===== src/rtl/ps2_tx.sv =====
// PS/2 host-to-device transmitter.
// Holds the device clock low for an inhibit window, drives the start bit,
// then shifts data, odd parity and stop out on device-clock falling edges,
// samples the device ACK and waits for the bus to return idle.
//
// state      | meaning
// -----------+--------------------------------------------------------------
// S_IDLE     | lines released, waiting for send
// S_INHIBIT  | host holds clock low for INHIBIT_CYCLES, start bit at the end
// S_SHIFT    | drive data[0..7], parity, stop on falling edges 1..10
// S_ACK      | sample device ACK on falling edge 11
// S_WAITIDLE | wait for clock and data both high, then report done
module ps2_tx #(
    parameter int INHIBIT_CYCLES = 840,
    parameter int TIMEOUT_CYCLES = 105000
) (
    input  logic       clock,
    input  logic       reset,
    input  logic       send,
    input  logic [7:0] data,
    input  logic       ps2ClockIn,
    input  logic       ps2DataIn,
    output logic       ps2ClockOe,
    output logic       ps2DataOe,
    output logic       busy,
    output logic       done,
    output logic       error
);

    typedef enum logic [2:0] {
        S_IDLE,
        S_INHIBIT,
        S_SHIFT,
        S_ACK,
        S_WAITIDLE
    } state_t;

    localparam logic [31:0] INH_LAST = 32'(INHIBIT_CYCLES - 1);
    localparam logic [31:0] TO_LAST  = 32'(TIMEOUT_CYCLES - 1);

    logic clk_meta_q, clk_sync_q, clk_prev_q;
    logic dat_meta_q, dat_sync_q;
    logic fall;

    state_t      state_q, state_d;
    logic [7:0]  shift_q, shift_d;
    logic        parity_q, parity_d;
    logic [3:0]  bit_idx_q, bit_idx_d;
    logic [31:0] cnt_q, cnt_d;
    logic        data_oe_q, data_oe_d;
    logic        ack_ok_q, ack_ok_d;
    logic        done_q, done_d;
    logic        error_q, error_d;
    logic [31:0] cnt_inc;
    logic        timeout;

    // Two-flop synchronizers plus one history flop for edge detection; idle bus is high.
    always_ff @(posedge clock or negedge reset) begin
        if (!reset) begin
            clk_meta_q <= 1'b1;
            clk_sync_q <= 1'b1;
            clk_prev_q <= 1'b1;
            dat_meta_q <= 1'b1;
            dat_sync_q <= 1'b1;
        end else begin
            clk_meta_q <= ps2ClockIn;
            clk_sync_q <= clk_meta_q;
            clk_prev_q <= clk_sync_q;
            dat_meta_q <= ps2DataIn;
            dat_sync_q <= dat_meta_q;
        end
    end

    assign fall    = clk_prev_q & ~clk_sync_q;
    assign cnt_inc = (cnt_q == 32'hFFFF_FFFF) ? cnt_q : cnt_q + 32'd1;
    assign timeout = (cnt_q >= TO_LAST);

    // State and datapath registers.
    always_ff @(posedge clock or negedge reset) begin
        if (!reset) begin
            state_q   <= S_IDLE;
            shift_q   <= 8'h00;
            parity_q  <= 1'b0;
            bit_idx_q <= 4'd0;
            cnt_q     <= 32'd0;
            data_oe_q <= 1'b0;
            ack_ok_q  <= 1'b0;
            done_q    <= 1'b0;
            error_q   <= 1'b0;
        end else begin
            state_q   <= state_d;
            shift_q   <= shift_d;
            parity_q  <= parity_d;
            bit_idx_q <= bit_idx_d;
            cnt_q     <= cnt_d;
            data_oe_q <= data_oe_d;
            ack_ok_q  <= ack_ok_d;
            done_q    <= done_d;
            error_q   <= error_d;
        end
    end

    // Next-state and datapath updates; timeout wins over any edge in the same cycle.
    always_comb begin
        state_d   = state_q;
        shift_d   = shift_q;
        parity_d  = parity_q;
        bit_idx_d = bit_idx_q;
        cnt_d     = cnt_q;
        data_oe_d = data_oe_q;
        ack_ok_d  = ack_ok_q;
        done_d    = 1'b0;
        error_d   = error_q;

        case (state_q)
            S_IDLE: begin
                data_oe_d = 1'b0;
                if (send) begin
                    shift_d  = data;
                    parity_d = ~^data;
                    cnt_d    = 32'd0;
                    error_d  = 1'b0;
                    ack_ok_d = 1'b0;
                    state_d  = S_INHIBIT;
                end
            end
            S_INHIBIT: begin
                if (cnt_q >= INH_LAST) begin
                    data_oe_d = 1'b1;
                    bit_idx_d = 4'd0;
                    cnt_d     = 32'd0;
                    state_d   = S_SHIFT;
                end else begin
                    cnt_d = cnt_q + 32'd1;
                end
            end
            S_SHIFT, S_ACK, S_WAITIDLE: begin
                cnt_d = cnt_inc;
                if (timeout) begin
                    data_oe_d = 1'b0;
                    done_d    = 1'b1;
                    error_d   = 1'b1;
                    state_d   = S_IDLE;
                end else if (state_q == S_SHIFT) begin
                    if (fall) begin
                        bit_idx_d = bit_idx_q + 4'd1;
                        if (bit_idx_q < 4'd8) begin
                            data_oe_d = ~shift_q[bit_idx_q[2:0]];
                        end else if (bit_idx_q == 4'd8) begin
                            data_oe_d = ~parity_q;
                        end else begin
                            data_oe_d = 1'b0;
                            state_d   = S_ACK;
                        end
                    end
                end else if (state_q == S_ACK) begin
                    if (fall) begin
                        ack_ok_d = ~dat_sync_q;
                        state_d  = S_WAITIDLE;
                    end
                end else begin
                    if (clk_sync_q && dat_sync_q) begin
                        done_d  = 1'b1;
                        error_d = ~ack_ok_q;
                        state_d = S_IDLE;
                    end
                end
            end
            default: begin
                data_oe_d = 1'b0;
                state_d   = S_IDLE;
            end
        endcase
    end

    assign ps2ClockOe = (state_q == S_INHIBIT);
    assign ps2DataOe  = data_oe_q;
    assign busy       = (state_q != S_IDLE);
    assign done       = done_q;
    assign error      = error_q;

endmodule


===== config.mk =====
export PLATFORM = sky130hd
export DESIGN_NAME = ps2_tx
export DESIGN_NICKNAME = d
export VERILOG_FILES = /design/src/rtl/ps2_tx.sv
export SDC_FILE = /design/constraint.sdc
export NUM_CORES = 1
export LEC_CHECK = 0
export ABC_CLOCK_PERIOD_IN_PS = 2500
export BUFFER_PORTS_ARGS = -buffer_cell sky130_fd_sc_hd__buf_4
export CORE_UTILIZATION = 60
export CTS_BUF_LIST = sky130_fd_sc_hd__clkbuf_8
export DETAILED_ROUTE_END_ITERATION = 8
export PLACE_DENSITY = 0.89
export SLEW_MARGIN = 20
export SYNTH_ARGS = -nofsm -noshare
export SYNTH_HDL_FRONTEND = slang
export SYNTH_SLANG_ARGS = --single-unit

===== constraint.sdc =====
create_clock -name clock -period 2.5 [get_ports clock]
set_clock_uncertainty 0.15 [all_clocks]
set_input_delay 0 -clock clock [delete_from_list [all_inputs] [get_ports clock]]
set_output_delay 0 -clock clock [all_outputs]
set_load 0.01 [all_outputs]

* Yosys cells after proc, flatten, opt, wreduce, memory -nomap -nowiden
Cells that the tools add are included.
** Storage, ports and cells
- Output and inout bits :: 5
- Input port bits :: 13
- Flip-flop bits (word level) :: 57
- Logic and storage cells :: 110
** Operators by class
- Equal/unequal tests :: 24
- Magnitude comparators :: 4
- Reductions and logical operators :: 15
- Bitwise gates (word level) :: 6
- Add/subtract/negate cells :: 2
- Mux-type cells :: 45
** Operator list (number)
- two-way mux 32 bit :: 3
- case mux 32 bit (3 select lines) :: 1
- adder 32 x 1 -> 32 bit (second input constant) :: 1
- equality test 32 bit (second input constant) :: 1
- greater-or-equal comparator 32 x 10 -> 1 bit (second input constant) :: 1
- greater-or-equal comparator 32 x 17 -> 1 bit (second input constant) :: 1
- two-way mux 3 bit :: 10
- two-way mux 1 bit :: 21
- two-way mux 4 bit :: 4
- != test 4 bit (second input constant) :: 4
- != test 3 bit (second input constant) :: 5
- != test 2 bit (second input constant) :: 7
- AND reduction 5 bit :: 2
- case mux 3 bit (3 select lines) :: 1
- case mux 4 bit (2 select lines) :: 1
- XNOR reduction 8 bit :: 1
- AND reduction 7 bit :: 1
- equality test 3 x 2 -> 1 bit (second input constant) :: 2
- case mux 1 bit (2 select lines) :: 3
- AND reduction 3 bit :: 2
- AND reduction 6 bit :: 1
- nonzero test 3 bit :: 2
- != test 5 bit (second input constant) :: 1
- inverter 1 bit :: 5
- 14 further kinds :: 15

* Logic depth before layout (Yosys ltp)
- Word-level depth :: 8
- Gate-level depth with buffers :: 10
- Mapped depth without buffers :: 8

* Least setup slack after synthesis
Ideal clock, no wire load.
- Path kind :: register to register
- From :: reg cnt_q[0]
- To :: reg data_oe_q (netlist: ps2DataOe)
- Path slack :: 0.271 ns
- Period minus slack after synthesis :: 2.229 ns
- Stages on the path, launching flop included :: 8
- Buffers on the path :: 0
- Required time :: 2.216 ns
- Data arrival time :: 1.945 ns
- Path through :: dfrtp_1 > ha_1 > a211o_1 > a211oi_2 > o21ai_1 > or4_1 > o211ai_1 > a21oi_1
** On the way
- Word-level cells in the longest chain between the ends :: 3
** Ends and longest elaborated chain
- start: declaration :: line 49 : logic [31:0] cnt_q, cnt_d;
- start signal: assignment :: line 95 : cnt_q <= cnt_d;
- greater-or-equal comparator 32 x 17 -> 1 bit / greater-or-equal comparator 32 x 10 -> 1 bit (equally long branches) :: line 76, 128
- != test 3 bit (no source line), or another cell as far along
- AND reduction 3 bit (no source line) / case mux 1 bit (2 select lines) (equally long branches)
- end signal: assignment :: line 96 : data_oe_q <= data_oe_d;
- end: declaration :: line 50 : logic data_oe_q, data_oe_d;
Several ways; a longest one is shown, not always the timed one.
A chain may end at the register's enable or synchronous reset.

* Final worst setup path
- From :: reg cnt_q[0]
- To :: reg cnt_q[23]
** On the way
- Word-level cells in the longest chain between the ends :: 3
** Ends and longest elaborated chain
- adder 32 x 1 -> 32 bit, or another cell as far along :: line 75, 134
- two-way mux 32 bit, or another cell as far along :: line 75 : assign cnt_inc = (cnt_q == 32'hFFFF_FFFF) ? cnt_q : cnt_q + 32'd1;
- case mux 32 bit (3 select lines) / AND reduction 3 bit (equally long branches)
Several ways; a longest one is shown, not always the timed one. The select of a mux whose other input is x is not followed.

==> impl_metrics.py <==
metrics = {
    "synth": {
        "yosysTopAreaCell": "dfrtp_1",
        "yosysSeqAreaShare_pct": 42.52,
        "syn_avg_cell_area_um2": 9.600,
        "ys.flop_type": "dfrtp_1",
        "syn_area_um2": 3369,
        "synth_top_area_share_pct": 38.62,
        "ys_ff_latch": 57,
        "synth_edf_count": 0,
        "yosys-top-cells-area": "dfrtp_1 (39%), xnor2_1 (4.2%), dfstp_2 (3.9%), nor2_1 (3.5%), o21ai_0 (3.4%)",
        "synthArstFlopShare_pct": 100.0,
        "syn_inst": 351,
        "synth.net_count": 367,
        "synth_warnings": 0,
        "ys_types": 64,
    },
    "floorplanning": {
        "core_um2": 5270,
        "fp-row-count": 26,
        "num_io_pins": 18,
        "die_h_um": 76.94,
        "start_util_pct": 63.94,
        "dieArea_um2": 5920,
        "die_x_um": 76.94,
    },
    "routing": {
        "avgRoutedWirePerCell_um": 18.06,
        "detail_route.first_pass.iterations": 5,
        "drtAntennaViolNets": 0,
        "routed_wl_um": 8433,
        "via_per_inst": 6.415,
        "route.detailed.drc": 0,
        "drt-initial-drc-count": 243,
        "vias": 2996,
    },
    "clocking": {
        "cts_root_buffer": "clkbuf_8",
        "cts_buffer_depth": 2,
        "htreeDepth": 3,
        "path_clk_slew_ns": 0.07,
        "clkLatencyLatePin_ns": 0.35,
        "tritoncts": "built",
        "cts_sinks": 57,
        "numCtsBuffers": 9,
    },
    "timing": {
        "min_period_ns": 2.386,
        "setup_viol": 0,
        "relSlewSlack_pct": 46.71,
        "tightest_slew_ns": 0.7964,
        "hold_viol": 0,
        "fin_setup_tns_ns": 0,
        "min_period_over_period_pct": 95.46,
        "slew_viol_final": 0,
        "clock.fmax_mhz": 419.0,
        "rsz0062_at_grt": "false",
    },
    "place": {
        "placed_area_um2": 3608,
        "dp_hpwl_um": 5551,
        "numPortBuffers": 17,
        "globalplace.congestion": 0.8777,
    },
    "final_layout": {
        "final_cell_mix": "dfrtp_1 (52), nor2_1 (31), buf_4 (31), nand2_1 (27), o21ai_0 (22)",
        "drive_gt1_share_pct": 21.41,
        "antenna_cells": 0,
        "nNetsFinal": 408,
        "final_common_cell": "dfrtp_1",
        "areaGrowthSynthToFinish_pct": 17.04,
        "final.fill_count": 324,
        "design_area_um2": 3944,
    },
    "global_routing": {
        "antenna_found_initial": 0,
        "grt_max_degree": 58,
        "track_usage_pct": 30.68,
        "use_met1_pct": 38.40,
        "grt_pass1_wl_um": 14120,
        "overflow": 0,
        "use_met3_pct": 6.786,
        "top_usage_layer": "met2",
        "met2_usage_pct": 48.57,
        "grt_pass1_vias": 2923,
    },
    "power": {
        "power_leakage_nw": 1.676,
        "power_density_nw_per_um2": 1034,
        "ir_drop_uv": 641.1,
    },
    "setup_path": {
        "slowest_stage": "dfrtp_1",
        "cp.arrival_ns": 2.46,
        "crit_fanout": 12,
        "end_kind": "flip-flop",
        "critical_path_class": "flip-flop to flip-flop",
        "cp.required_ns": 2.58,
        "crit_chain": "ha_1 -> a211o_1 -> o31a_1 -> nand3b_4 -> nand2_4 -> nand2_2 -> o41ai_1",
        "critPathLaunchType": "flip-flop",
        "max_stage_delay_ns": 0.41,
    },
    "min_path": {
        "min_path_type": "input port to async pin",
    },
    "status": {
        "status": "finished clean",
    },
    "flow_run": {
        "drv_cap": 0,
    },
}
-- per-layer routing --
metal | wire length (um) | part of all wire, %
met1 | 3535 | 42
met2 | 4183 | 50
met3 | 442 | 5.2
met4 | 271 | 3.2
met5 | 0 | 0
-- power by group --
group	switching, W	internal, W
clock	0.000359	0.000427
combinational	0.00111	0.000883
sequential	0.000191	0.00110
total	0.00166	0.00241
-- area by class of cell --
class / instances / area (um^2) / area share [%]
tap: 70 / 87.58 / 2.221
clock inverter: 4 / 15.01 / 0.3807
clock buffer: 12 / 165.2 / 4.188
inverter: 12 / 45.04 / 1.142
sequential: 57 / 1433 / 36.33
timing repair buffer: 44 / 372.9 / 9.454
multi-input combinational: 268 / 1826 / 46.29
-- logic make-up (layout without fill, tap and decap cells) --
| kind of cell | count (synthesis) | after routing | synth area share, % |
|---|---|---|---|
| and+or+nand+nor | 138 | 138 | 22.69 |
| xor gates and xnor gates | 16 | 16 | 4.159 |
| AOI/OAI and AO/OA | 98 | 98 | 20.20 |
| buffers and inverters | 26 | 72 | 4.344 |
| DFF | 57 | 57 | 42.52 |
| adders and majority gates | 3 | 3 | 1.114 |
| muxes | 13 | 13 | 4.976 |
-- synth_stat cells, types with 4 or more instances --
cell type	number
dfstp_2	5
a2bb2oi_1	5
nand2b_1	4
nor4_1	8
o31ai_1	10
nand3_1	14
o21ai_1	5
nand4_1	7
nor3_1	12
a21oi_1	12
or3_1	4
buf_4	4
nor2_1	31
nand2_1	27
mux2_2	10
inv_1	12
o22ai_1	5
o211ai_1	5
a22o_1	12
dfrtp_1	52
xnor2_1	16
buf_6	4
o21ai_0	23
-- worst max-delay path, delay by kind of cell (launching register included) --
| kind | cells | cell delay (ns) |
|---|---|---|
| AO/OA/AOI/OAI | 3 | 0.97 |
| adder cells (fa/ha/maj) | 1 | 0.23 |
| flip-flops | 1 | 0.41 |
| AND/OR/NAND/NOR | 3 | 0.51 |
-- flip-flops by register name, summed over array words and instances, names as in the netlist, 3 cells and up --
signal and count:
bit_idx_q 4, cnt_q 32, shift_q 8, state_q 3
-- stage by stage --
step / cells / setup WS [ns] / total power [W] / utilization [%] / hold WS, ns
global placement: 439 / 0.1476 / 0.003093 / 68.47 / -0.05838
CTS: 467 / 0.08489 / 0.004000 / 74.17 / 0.1287
finish: 467 / 0.1135 / 0.004078 / 74.83 / 0.09683
global route: 467 / 0.01072 / 0.004314 / 74.83 / 0.1721
floorplan: 351 / 0.2715 / 0.002681 / - / -0.4456
detailed placement: 439 / 0.1045 / 0.003197 / 68.47 / -0.04990
-- final timing paths --
path	to	slack, ns	depth (start not counted)	start
setup / recovery	cnt_q[23]$_DFFE_PN0P_	0.11	7	cnt_q[0]$_DFFE_PN0P_
hold / removal	done$_DFF_PN0_	0.1	2	reset
setup reg to reg	cnt_q[23]$_DFFE_PN0P_	0.11	7	cnt_q[0]$_DFFE_PN0P_
hold reg to reg	dat_sync_q$_DFF_PN1_	0.21	0	dat_meta_q$_DFF_PN1_
max in group asynchronous	cnt_q[7]$_DFFE_PN0P_	1.60	2	reset
min in group clock	dat_meta_q$_DFF_PN1_	0.19	2	ps2DataIn
-- timing repair --
| action | in CTS | in global routing |
|---|---|---|
| resized for setup | 0 | 9 |
| endpoints found under the hold margin | 69 | 0 |
| hold buffers | 12 | 0 |
| endpoints found under the setup margin | 0 | 21 |
| setup buffers | 0 | 0 |
Power figures use the tool's default switching activity.
